<file path="src/rtl/vga_pkg.sv">
// Shared types and constants for the screen sequencing path.
// Holds the sequencer state encoding and the per-channel fade helper.
package vga_pkg;

    typedef enum logic [1:0] {IDLE, FADE_OUT, SWAP, FADE_IN} seq_state_t;

    localparam logic [4:0] FADE_MAX  = 5'd16;
    localparam logic [7:0] PS2_BREAK = 8'hF0;

    // Scales one 4-bit colour channel by level/16; level 16 is exact pass-through.
    function automatic logic [3:0] fade_channel(input logic [3:0] c, input logic [4:0] level);
        logic [7:0] prod;
        prod = {4'b0000, c} * {3'b000, level};
        return prod[7:4];
    endfunction

endpackage

</file>
<file path="src/rtl/rgb_fader.sv">
// Brightness scaler for the 12-bit {r,g,b} bus with blanking gate.
// One registered stage so RGB stays aligned with the delayed sync signals.
module rgb_fader
    import vga_pkg::*;
(
    input  logic        clk,
    input  logic        rst,
    input  logic [4:0]  level,
    input  logic        blank,
    input  logic [11:0] rgb_in,
    output logic [11:0] rgb_out
);

    logic [11:0] faded;

    always_comb begin
        faded = '0;
        if (!blank) begin
            faded = {fade_channel(rgb_in[11:8], level),
                     fade_channel(rgb_in[7:4],  level),
                     fade_channel(rgb_in[3:0],  level)};
        end
    end

    always_ff @(posedge clk or posedge rst) begin
        if (rst) begin
            rgb_out <= '0;
        end else begin
            rgb_out <= faded;
        end
    end

endmodule

</file>
<file path="src/rtl/screen_sequencer.sv">
// Active-screen selector driven by PS/2 keys, with frame-synchronised
// fade-out / swap / fade-in transitions applied to the RGB stream.
module screen_sequencer
    import vga_pkg::*;
#(
    parameter int          N_SCREENS       = 4,
    parameter int          FRAMES_PER_STEP = 2,
    parameter logic [7:0]  KEY_NEXT        = 8'h74,
    parameter logic [7:0]  KEY_PREV        = 8'h6B,
    parameter logic [7:0]  KEY_HOME        = 8'h76,
    localparam int         SCR_W           = (N_SCREENS > 1) ? $clog2(N_SCREENS) : 1
) (
    input  logic             clk,
    input  logic             rst,
    input  logic [15:0]      keycode,
    input  logic             hsync_in,
    input  logic             vsync_in,
    input  logic             hblnk_in,
    input  logic             vblnk_in,
    input  logic [11:0]      rgb_in,
    output logic             hsync_out,
    output logic             vsync_out,
    output logic             hblnk_out,
    output logic             vblnk_out,
    output logic [11:0]      rgb_out,
    output logic [SCR_W-1:0] screen_idx,
    output logic             busy
);

    localparam int               CNT_W    = (FRAMES_PER_STEP > 1) ? $clog2(FRAMES_PER_STEP) : 1;
    localparam logic [CNT_W-1:0] CNT_LAST = CNT_W'(FRAMES_PER_STEP - 1);
    localparam logic [SCR_W-1:0] IDX_LAST = SCR_W'(N_SCREENS - 1);

    seq_state_t       state;
    logic [SCR_W-1:0] target;
    logic [SCR_W-1:0] target_q;
    logic [4:0]       level;
    logic [CNT_W-1:0] frame_cnt;
    logic [15:0]      keycode_q;
    logic             vblnk_q;
    logic             key_valid;
    logic             key_event;
    logic             frame_tick;

    always_comb begin
        target    = screen_idx;
        key_valid = 1'b1;
        case (keycode[7:0])
            KEY_NEXT: target = (screen_idx == IDX_LAST) ? '0 : screen_idx + 1'b1;
            KEY_PREV: target = (screen_idx == '0) ? IDX_LAST : screen_idx - 1'b1;
            KEY_HOME: target = '0;
            default:  key_valid = 1'b0;
        endcase
    end

    assign key_event  = (keycode != keycode_q) && (keycode[15:8] != PS2_BREAK) && key_valid;
    assign frame_tick = vblnk_in & ~vblnk_q;

    always_ff @(posedge clk or posedge rst) begin
        if (rst) begin
            state      <= IDLE;
            screen_idx <= '0;
            target_q   <= '0;
            level      <= FADE_MAX;
            frame_cnt  <= '0;
            keycode_q  <= '0;
            vblnk_q    <= 1'b0;
            busy       <= 1'b0;
        end else begin
            keycode_q <= keycode;
            vblnk_q   <= vblnk_in;
            case (state)
                IDLE: begin
                    // A same-cycle frame tick is deliberately not counted here.
                    if (key_event && (target != screen_idx)) begin
                        target_q  <= target;
                        frame_cnt <= '0;
                        busy      <= 1'b1;
                        state     <= FADE_OUT;
                    end
                end
                FADE_OUT: begin
                    if (frame_tick) begin
                        if (frame_cnt == CNT_LAST) begin
                            frame_cnt <= '0;
                            level     <= level - 1'b1;
                            if (level == 5'd1) state <= SWAP;
                        end else begin
                            frame_cnt <= frame_cnt + 1'b1;
                        end
                    end
                end
                SWAP: begin
                    screen_idx <= target_q;
                    state      <= FADE_IN;
                end
                FADE_IN: begin
                    if (frame_tick) begin
                        if (frame_cnt == CNT_LAST) begin
                            frame_cnt <= '0;
                            level     <= level + 1'b1;
                            if (level == FADE_MAX - 5'd1) begin
                                busy  <= 1'b0;
                                state <= IDLE;
                            end
                        end else begin
                            frame_cnt <= frame_cnt + 1'b1;
                        end
                    end
                end
                default: begin
                    busy  <= 1'b0;
                    state <= IDLE;
                end
            endcase
        end
    end

    always_ff @(posedge clk or posedge rst) begin
        if (rst) begin
            hsync_out <= 1'b0;
            vsync_out <= 1'b0;
            hblnk_out <= 1'b0;
            vblnk_out <= 1'b0;
        end else begin
            hsync_out <= hsync_in;
            vsync_out <= vsync_in;
            hblnk_out <= hblnk_in;
            vblnk_out <= vblnk_in;
        end
    end

    rgb_fader u_rgb_fader (
        .clk     (clk),
        .rst     (rst),
        .level   (level),
        .blank   (hblnk_in | vblnk_in),
        .rgb_in  (rgb_in),
        .rgb_out (rgb_out)
    );

endmodule

</file>
<file path="config.mk">
export PLATFORM = sky130hd
export DESIGN_NAME = screen_sequencer
export DESIGN_NICKNAME = d
export VERILOG_FILES = /design/src/rtl/vga_pkg.sv /design/src/rtl/rgb_fader.sv /design/src/rtl/screen_sequencer.sv
export SDC_FILE = /design/constraint.sdc
export NUM_CORES = 1
export LEC_CHECK = 0
export ABC_CLOCK_PERIOD_IN_PS = 3170
export BUFFER_PORTS_ARGS = -buffer_cell sky130_fd_sc_hd__buf_2
export CAP_MARGIN = 20
export CORE_MARGIN = 2
export CORE_UTILIZATION = 52
export CTS_CLUSTER_DIAMETER = 40
export CTS_CLUSTER_SIZE = 14
export DETAILED_ROUTE_END_ITERATION = 8
export HOLD_SLACK_MARGIN = 0.08
export PLACE_DENSITY = 0.83
export SETUP_SLACK_MARGIN = 0.15
export SKIP_LAST_GASP = 1
export SYNTH_ARGS = -nofsm -noshare
export SYNTH_HDL_FRONTEND = slang
export SYNTH_HIERARCHICAL = 1
export SYNTH_SLANG_ARGS = --single-unit
</file>
<file path="constraint.sdc">
create_clock -name clk -period 3.17 [get_ports clk]
set_input_delay 0.4755 -clock clk [delete_from_list [all_inputs] [get_ports clk]]
set_output_delay 0.4755 -clock clk [all_outputs]
set_load 0.05 [all_outputs]
</file>
==> qor.csv <==
metric;value;unit
post-synthesis sequential area ratio;32.3;%
Yosys Warn Count;6;
CTS Buffer Depth;2;
Final period util;92.5;%
Initial Util;54.3;%
Cell variety after synth;53;
# rows;29;
Max IR drop VDD;0.524;mV
Final Critical Period;2.93;ns
crit path DAT;3.18;ns
Worst setup SP type;register;
GRT Total Usage;21.7;%
HPWL Detailed;5.86;mm
DR DRC count;0;
clk_skew;0.00606;ns
Final nets;499;
ys flop type;dfrtp_1;
Mapped Cells;345;
Tightest Pin Transition;0.638;ns
worst-path fanout max;6;
Worst Setup End Kind;register;
Sink Count;45;
layout cells sized above 1;27.1;%
final core occ;63.3;%
global-route wire length before repair;12.7;mm
Post-Layout Inst Area;4060;sq um
Layout Cells excl Fill;491;
RSZ-0062 raised after global routing;yes;
reg2reg end;u_rgb_fader/rgb_out[7];
Die H;85.9;microns
WS Path Type;register to register;
Final Setup Violations;0;
Multi-input gate area;2230;sq um
post-route antenna net violation count;0;
Layout area overhead;16.5;%
CP max stage delay;0.54;ns
DRT Wirelength;7.75;mm
commonest non-fill, non-tap cell in the layout;buf_2;
clk slew on worst S/H paths;0.09;ns
cell at the slowest stage of the critical path;fa_1;
Required @ worst endpoint;3.42;ns
r2r setup slk;0.24;ns
Die Width;85.9;microns
largest net degree at the start of global routing;20;
register area;1130;sq um
initial drt markers;120;
status;completed;
Final Hold Fails;0;
routed via count;2731;
die area;7380;sq um
Cell Area, Placed;3910;sq um
total CTS buffers;5;
average wire per standard cell;15.8;microns
fmax;341;MHz
CTS tree;yes;
GRT Residual Overflow;0;
Initial DRT Pass Iterations;4;
min-delay worst type;primary input to asynchronous set/reset pin;
max-slew violations;0;
clk root buf;clkbuf_8;
fillers;527;
max_slew headroom;57.4;%
Ports;53;
register bit count reported by yosys;45;
H-tree Lvls;2;
EDFF count, synth;0;
Clock Latency Late Sink;0.31;ns
syn_nets;431;
worst r2r src;level[1];
Mapped Area;3490;sq um
power per cell area;800;nW/um^2
max_cap viols;0;
Via density;5.56;
commonest non-fill, non-tap cells in the layout;buf_2 (52), dfrtp_1 (40), ha_1 (34);
Post-CTS Hold Fix Bufs;0;
routability cong.;0.832;
Synth async-reset ratio;100;%
leakage power;1.97;nW
CP Cell Sequence;and2_1 -> fa_1 -> inv_1 -> fa_1 -> inv_1 -> ha_4 -> nand3_1 -> o2111ai_2 -> a2111o_1 -> o21ai_2;
Avg Cell Area, Syn;10.1;sq um
number of instances in the placed design;475;
initial antenna violation count;0;
r2r worst-path depth;10;
ant diodes;0;
vias in the first global route;2813;
PortBufs;52;
core area;6420;sq um
[power breakdown]
| group | internal [mW] | leakage [nW] | switching (mW) |
|---|---|---|---|
| clock | 0.155 | 0.0374 | 0.208 |
| sequential | 0.696 | 0.550 | 0.127 |
| combinational | 0.890 | 1.39 | 1.17 |
[state kept, by name, summed over array words and instances (netlist names), 2 cells and up]
name / cells
keycode_q: 16
u_rgb_fader/rgb_out: 12
level: 5
screen_idx: 2
state: 2
target_q: 2
[worst max path at each step]
| stage | slack (ns) | start | endpoint |
|---|---|---|---|
| detailed placement | -0.02 | level[0] | u_rgb_fader/rgb_out[7] |
| floorplan | 0.18 | level[1] | u_rgb_fader/rgb_out[11] |
| finish | 0.24 | level[1] | u_rgb_fader/rgb_out[7] |
| CTS | 0.14 | level[0] | u_rgb_fader/rgb_out[7] |
| global placement | 0.05 | level[0] | u_rgb_fader/rgb_out[3] |
| global route | 0.14 | level[0] | u_rgb_fader/rgb_out[7] |
[cell usage after synthesis, types with 2 or more instances]
cell,n,area (sq um)
a2111o_1,3,33.8
a211oi_1,3,22.5
a21oi_1,12,60.1
a21oi_2,2,17.5
a22oi_1,2,15.0
and2_1,33,206
and4bb_4,2,32.5
buf_2,2,10.0
clkbuf_1,5,18.8
dfrtp_1,44,1100
fa_1,15,300
ha_1,37,463
inv_1,31,116
nand2_1,32,120
nand3_1,5,25.0
nand3b_1,2,15.0
nand4_1,4,25.0
nand4_2,4,50.1
nor2_1,14,52.6
nor2b_1,3,18.8
nor3_1,7,35.0
nor4_1,5,31.3
o2111ai_2,3,45.0
o211ai_1,4,30.0
o21ai_0,5,25.0
o21ai_1,5,25.0
o21ai_2,3,26.3
o21bai_2,3,33.8
xnor2_1,13,114
xor2_1,19,166
[final cells by class]
type                            count  area share (%)
Clock buffer                        6            1.79
Clock inverter                      2           0.370
Inverter                           31            2.86
Multi-Input combinational cell    260            55.0
Sequential cell                    45            27.9
Tap cell                           77            2.37
Timing Repair Buffer               70            9.73
[critical path, delay by kind of cell, from the launching register on]
family	cells	cell delay, ns
and+or+nand+nor	2	0.31
AOI/OAI and AO/OA	3	0.64
buffers and inverters	2	0.12
adders and majority gates	3	1.32
DFF	1	0.48
[timing repair]
item	CTS	global route
setup buffers	1	7
setup endpoints to repair	10	4
pin swaps	0	5
resized for setup	2	5
[per-layer routing]
layer	up-vias	global-route usage (%)	part of all wire, %
li1	1316	-	-
met1	1326	26.4	41
met2	71	38.2	50
met3	18	4.33	6.2
met4	0	7.94	2.7
met5	-	0	0
[kinds of logic after synthesis]
| family | Yosys count | synth area share [%] |
|---|---|---|
| and+or+nand+nor | 122 | 20.2 |
| buffers and inverters | 40 | 4.70 |
| xor gates and xnor gates | 32 | 8.03 |
| AOI/OAI and AO/OA | 52 | 12.2 |
| DFF | 45 | 32.3 |
| muxes | 2 | 0.717 |
| adders and majority gates | 52 | 21.9 |
[per-stage QoR]
| stage | total power [mW] | setup slack, ns | hold WS [ns] | TNS, ns |
|---|---|---|---|---|
| 2_1_floorplan | 2.37 | 0.181 | 0.340 | 0 |
| 3_3_place_gp | 2.72 | 0.0538 | 0.473 | 0 |
| 3_5_place_dp | 2.80 | -0.0237 | 0.479 | -0.0237 |
| 4_1_cts | 3.19 | 0.145 | 0.248 | 0 |
| 5_1_grt | 3.53 | 0.141 | 0.263 | 0 |
| 6_report | 3.25 | 0.239 | 0.228 | 0 |
(Power assumes the default switching activity.)
